`config.mk`:
```
export PLATFORM = sky130hd
export DESIGN_NAME = display_source_arbiter_flat
export DESIGN_NICKNAME = d
export VERILOG_FILES = /design/src/rtl/display_pkg.sv /design/src/rtl/display_source_arbiter_if.sv /design/src/rtl/rr_picker.sv /design/src/rtl/display_source_arbiter.sv /design/src/flat_wrapper.sv
export SDC_FILE = /design/constraint.sdc
export NUM_CORES = 1
export LEC_CHECK = 0
export ABC_AREA = 1
export ABC_CLOCK_PERIOD_IN_PS = 2050
export CAP_MARGIN = 0
export CORE_ASPECT_RATIO = 1.5
export CORE_UTILIZATION = 45
export CTS_CLUSTER_DIAMETER = 40
export CTS_CLUSTER_SIZE = 20
export DETAILED_ROUTE_END_ITERATION = 10
export DONT_BUFFER_PORTS = 1
export GPL_ROUTABILITY_DRIVEN = 1
export PLACE_DENSITY = 0.64
export SLEW_MARGIN = 20
export SYNTH_ARGS = -nofsm -noshare
export SYNTH_HDL_FRONTEND = slang
export SYNTH_SLANG_ARGS = --single-unit
```
`constraint.sdc`:
```
create_clock -name i_clk -period 2.05 [get_ports i_clk]
set_input_delay 0.615 -clock i_clk [delete_from_list [all_inputs] [get_ports i_clk]]
set_output_delay 0.615 -clock i_clk [all_outputs]
set_load 0.005 [all_outputs]
```
`src/rtl/display_pkg.sv`:
```
// rtl/display_pkg.sv - shared types, defaults and round-robin search for display arbiters
package display_pkg;

  typedef enum logic {
    IDLE = 1'b0,
    HOLD = 1'b1
  } state_t;

  localparam int DEFAULT_N_REQ = 4;
  localparam int DEFAULT_DWELL = 2_500_000;
  localparam int MAX_REQ       = 8;

  // Returns {found, index} of the first set bit of req strictly after 'last',
  // wrapping modulo n. The descending loop lets the nearest candidate win.
  function automatic logic [3:0] rr_next(input logic [7:0] req,
                                         input logic [2:0] last,
                                         input int n);
    logic [3:0] result;
    int idx;
    result = 4'b0000;
    for (int k = MAX_REQ; k >= 1; k--) begin
      if (k <= n) begin
        idx = (int'(last) + k) % n;
        if (req[idx[2:0]]) result = {1'b1, idx[2:0]};
      end
    end
    return result;
  endfunction

endpackage

```
`src/rtl/display_source_arbiter_if.sv`:
```
// rtl/display_source_arbiter_if.sv - requester/driver bundle for the display source arbiter
interface display_source_arbiter_if
  import display_pkg::*;
#(
  parameter int N_REQ = DEFAULT_N_REQ
);
  logic [N_REQ-1:0]   req;
  logic [8*N_REQ-1:0] data;
  logic [N_REQ-1:0]   grant;
  logic [2:0]         owner;
  logic               valid;
  logic [7:0]         disp_data;

  modport master (
    output req, data,
    input  grant, owner, valid, disp_data
  );

  modport slave (
    input  req, data,
    output grant, owner, valid, disp_data
  );
endinterface

```
`src/rtl/rr_picker.sv`:
```
// rtl/rr_picker.sv - combinational wrap-around search from a start index
module rr_picker
  import display_pkg::*;
#(
  parameter int N_REQ = DEFAULT_N_REQ
) (
  input  logic [N_REQ-1:0] req,
  input  logic [2:0]       start,
  output logic             found,
  output logic [2:0]       idx
);
  logic [7:0] req_ext;
  logic [2:0] last;
  logic [3:0] res;

  // rr_next searches after 'last', so step back one slot to include 'start'.
  always_comb begin
    req_ext = 8'(req);
    last    = (start == 3'd0) ? 3'(N_REQ - 1) : start - 3'd1;
    res     = rr_next(req_ext, last, N_REQ);
    found   = res[3];
    idx     = res[2:0];
  end
endmodule

```
`src/rtl/display_source_arbiter.sv`:
```
// rtl/display_source_arbiter.sv - round-robin owner selection with minimum dwell for the hex display
module display_source_arbiter
  import display_pkg::*;
#(
  parameter int N_REQ        = DEFAULT_N_REQ,
  parameter int DWELL_CYCLES = DEFAULT_DWELL,
  parameter int CNT_W        = $clog2(DWELL_CYCLES + 1)
) (
  input  logic                   i_clk,
  input  logic                   i_resetn,
  display_source_arbiter_if.slave bus
);
  localparam logic [CNT_W-1:0] DWELL_MAX = CNT_W'(DWELL_CYCLES);

  state_t           state;
  logic [CNT_W-1:0] cnt;
  logic [2:0]       last_owner;
  logic [N_REQ-1:0] grant_q;
  logic [2:0]       owner_q;
  logic             valid_q;
  logic [7:0]       data_q;

  logic [N_REQ-1:0] search_req;
  logic [N_REQ-1:0] pick_onehot;
  logic [2:0]       start;
  logic             found;
  logic [2:0]       pick;
  logic             owner_req;
  logic [7:0]       pick_data;
  logic [7:0]       owner_data;

  // grant_q is zero in IDLE, so masking it out only excludes the owner in HOLD.
  always_comb begin
    owner_req   = |(bus.req & grant_q);
    search_req  = bus.req & ~grant_q;
    start       = (last_owner == 3'(N_REQ - 1)) ? 3'd0 : last_owner + 3'd1;
    pick_data   = 8'h00;
    owner_data  = 8'h00;
    pick_onehot = '0;
    for (int k = 0; k < N_REQ; k++) begin
      if (pick == 3'(k)) begin
        pick_data      = bus.data[8*k +: 8];
        pick_onehot[k] = 1'b1;
      end
      if (owner_q == 3'(k)) owner_data = bus.data[8*k +: 8];
    end
  end

  rr_picker #(
    .N_REQ (N_REQ)
  ) u_picker (
    .req   (search_req),
    .start (start),
    .found (found),
    .idx   (pick)
  );

  always_ff @(posedge i_clk) begin
    if (!i_resetn) begin
      state      <= IDLE;
      cnt        <= '0;
      last_owner <= 3'(N_REQ - 1);
      grant_q    <= '0;
      owner_q    <= 3'd0;
      valid_q    <= 1'b0;
      data_q     <= 8'h00;
    end else begin
      case (state)
        IDLE: begin
          if (found) begin
            grant_q    <= pick_onehot;
            owner_q    <= pick;
            valid_q    <= 1'b1;
            data_q     <= pick_data;
            cnt        <= '0;
            last_owner <= pick;
            state      <= HOLD;
          end else begin
            valid_q <= 1'b0;
          end
        end
        HOLD: begin
          if (!owner_req) begin
            grant_q <= '0;
            valid_q <= 1'b0;
            state   <= IDLE;
          end else if (cnt == DWELL_MAX && found) begin
            grant_q    <= pick_onehot;
            owner_q    <= pick;
            data_q     <= pick_data;
            cnt        <= '0;
            last_owner <= pick;
          end else begin
            data_q <= owner_data;
            if (cnt != DWELL_MAX) cnt <= cnt + 1'b1;
          end
        end
        default: state <= IDLE;
      endcase
    end
  end

  assign bus.grant     = grant_q;
  assign bus.owner     = owner_q;
  assign bus.valid     = valid_q;
  assign bus.disp_data = data_q;
endmodule

```
`src/flat_wrapper.sv`:
```
// flat-port wrapper written by rule: the top's interface ports become plain ports
module display_source_arbiter_flat import display_pkg::*;
#(
  parameter int N_REQ        = DEFAULT_N_REQ,
  parameter int DWELL_CYCLES = DEFAULT_DWELL,
  parameter int CNT_W        = $clog2(DWELL_CYCLES + 1)
)
  (i_clk, i_resetn, bus_req, bus_data, bus_grant, bus_owner, bus_valid, bus_disp_data);
  display_source_arbiter_if #(.N_REQ(N_REQ)) bus_i ();
  input  logic i_clk;
  input  logic i_resetn;
  input wire logic [$bits(bus_i.req)-1:0] bus_req;
  input wire logic [$bits(bus_i.data)-1:0] bus_data;
  output wire logic [$bits(bus_i.grant)-1:0] bus_grant;
  output wire logic [$bits(bus_i.owner)-1:0] bus_owner;
  output wire logic [$bits(bus_i.valid)-1:0] bus_valid;
  output wire logic [$bits(bus_i.disp_data)-1:0] bus_disp_data;
  assign bus_i.req = bus_req;
  assign bus_i.data = bus_data;
  assign bus_grant = bus_i.grant;
  assign bus_owner = bus_i.owner;
  assign bus_valid = bus_i.valid;
  assign bus_disp_data = bus_i.disp_data;
  display_source_arbiter #(.N_REQ(N_REQ), .DWELL_CYCLES(DWELL_CYCLES), .CNT_W(CNT_W)) u_core (.i_clk(i_clk), .i_resetn(i_resetn), .bus(bus_i));
endmodule
```
==> run_results.csv <==
group,metric,value,unit
sta,setup_viol,0,
yosys,synth_top_family_by_area,"simple AND/OR/NAND/NOR gates",
clock_network,holdBufCountCts,0,
job,maxCapViolCount,0,
die,top_level_ports,54,
yosys,ys.flop_type,"dfxtp_1",
critical_path,arrival,2.27,ns
routing,routedWlPerCell,15.7,um
finish,num_antenna_cells,0,
placed_design,portBuffers,0,
power,ir_drop,1.91,mV
placed_design,pre_cts_ws,-0.0424,ns
finish,nets,556,
finish,area_growth,22.0,%
critical_path,crit_path_top_delay_cell,"dfxtp_4",
routing,ant_nets,0,
clock_network,clk_path_buf_depth,2,
min_path,worstHoldPathType,"in2reg",
yosys,synth_compound_area_frac,0.153,
sta,maxSlewViolCount,0,
yosys,synth_adder_area_share,0.0164,
clock_network,cts_sinks,40,
yosys,yosysTopAreaCellShare,0.263,
yosys,syn-num-nets,520,
critical_path,worst_setup_path_end_kind,"flip-flop",
critical_path,cpPeakStageDelay,0.37,ns
sta,min_period,2.04,ns
sta,fin_crit_sh,0.995,
placed_design,hpwlAfterDp,6880,um
yosys,syn_inst,478,
yosys,synth-warning-count,0,
critical_path,path_common_cell,"nand2_1",
global_route,grt_max_degree,19,
die,dieArea,0.00710,sq mm
yosys,ys_seq_area_frac,0.263,
yosys,synth-edff-count,0,
finish,multiInputGateArea,0.00209,sq mm
yosys,ys_ff_latch,40,
sta,max_freq,490,MHz
routing,drt_iter0_drc,212,
sta,clock_skew,0.00425,ns
critical_path,worstPathRequired,2.28,ns
yosys,async_flop_share,0,
critical_path,crit_family,"simple AND/OR/NAND/NOR gates",
yosys,post_synth_num_cell_types,41,
yosys,synthMuxAreaShare,0,
routing,route.detailed.drc,0,
global_route,grt_usage,0.257,
yosys,synth_area_leaders,"dfxtp_1, nand2_1, nand3_1",
critical_path,crit_buf_inv,4,
clock_network,root_buffer,"clkbuf_8",
placed_design,gp_congestion,0.978,
global_route,antenna_found_initial,0,
clock_network,htreeDepth,2,
die,rows,36,
routing,totalWireLength,9270,um
critical_path,critPathKind,"reg2reg",
finish,mostFrequentLayoutCell,"nand2_1",
global_route,grt_pass1_wl,14900,um
yosys,synthDominantAreaCellType,"dfxtp_1",
finish,layout_common_cells,"nand2_1, nand3_1, inv_1",
finish,nFillCells,635,
critical_path,critPathLaunchType,"flip-flop",
clock_network,path_clk_slew,0.08,ns
clock_network,clk_latency,0.29,ns
routing,via_count,3369,
yosys,synth_area,0.00304,sq mm
routing,drtPass1Iterations,6,
yosys,synth-simple-area-share,0.439,
finish,drive_above_1_share,0.223,
critical_path,worstPathCellList,"ha_4 -> nor2_4 -> nand2_1 -> nand2_1 -> nand2_1 -> inv_2 -> nand3_4 -> o21ai_4 -> buf_4 -> clkbuf_16 -> buf_4 -> nand2_1 -> a21oi_1",
sta,setup_ws,0.00930,ns
outcome,status,"completed",
power,p_leak,0.00155,uW
routing,vias_per_cell,5.70,
global_route,grt-ovfl-total,0,
sta,hold_viol,0,
sta,rsz0062_at_grt,"yes",
sta,fin_setup_tns,0,ns
power,powerDensity,1560,mW/mm^2
yosys,syn_avg_cell_area,6.37,sq um
die,core_area,0.00653,sq mm
critical_path,worstPathMaxFanout,6,
die,die_height,103,um
die,dieWidth,69.1,um
die,start_util,0.466,
yosys,synth_xor_area_frac,0.0288,
clock_network,cts_buffers,5,
clock_network,cts_tree,"done",
finish,seqCellArea,811,sq um
global_route,first_global_vias,3148,
through the flow:
step	hold WS (ns)	cell area (sq um)	instances	total power, uW	util
finish	0.404	3710	591	5790	0.568
global route	0.388	3710	591	6280	0.568
CTS	0.399	3440	575	5230	0.526
detailed placement	0.454	3310	567	4580	0.507
global placement	0.453	3310	567	4550	0.507
floorplan	0.443	3040	478	3630	-
routing by layer:
metal	vias to the layer above	GRT usage	wire [um]
met2	120	0.501	5040
met3	24	0.0313	460
met5	-	0	0
met1	1552	0.284	3540
met4	0	0.0911	227
li1	1673	-	-
registers in the layout (all words and copies together), names as in the netlist:
name,flops
u_core.bus.disp_data,8
u_core.bus.grant,4
u_core.bus.owner,2
u_core.bus.valid,1
u_core.cnt,22
u_core.last_owner,2
u_core.state,1
repair_timing:
| action | CTS | global route |
|---|---|---|
| gates resized for setup | 6 | 32 |
| gates cloned | 0 | 1 |
| buffers inserted | 0 | 15 |
| pin swaps | 1 | 16 |
| endpoints found under the setup margin | 9 | 37 |
cell usage after synthesis, types with 3 or more instances:
cell and count:
nor3_1 10, dfxtp_1 40, a21oi_1 36, nor4_1 7, o21ai_0 10, a21boi_0 3, nand3_4 3, buf_4 4
nand4_1 21, o211ai_1 3, clkbuf_1 6, ha_1 4, xor2_1 9, inv_2 14, nor2_1 38, o21ai_1 6
nand2_4 4, o21bai_1 4, nand2_1 122, inv_1 39, nand2_2 8, nor3_2 4, a221oi_1 4, nand3_1 55
buf_2 3
logic make-up after synthesis:
kind of cell,after synthesis
and+or+nand+nor,278
adders and majority gates,4
AOI/OAI and AO/OA,75
DFF,40
xor gates and xnor gates,10
buffers and inverters,70
other,1
where the power goes:
group	switching, uW	internal [uW]
logic	2400	1660
registers	205	948
clock network	301	273
total	2910	2880
worst paths after layout:
kind                        start                 endpoint  slack (ns)  depth (start not counted)
max          u_core.last_owner[1]  u_core.bus.disp_data[2]       0.009                         13
min                      i_resetn     u_core.last_owner[1]        0.40                          1
max reg2reg  u_core.last_owner[1]  u_core.bus.disp_data[2]       0.009                         13
min reg2reg        u_core.cnt[21]           u_core.cnt[21]        0.47                          2
area by class of cell:
type                    instances  share of cell area
inverters                      55              0.0566
well taps                      76              0.0256
repair buffers                 44               0.110
flip-flops and latches         40               0.218
clock inverters                 2             0.00405
clock buffers                   6              0.0223
multi-input cells             368               0.563
Note: power is estimated with default switching activity, not from simulation.
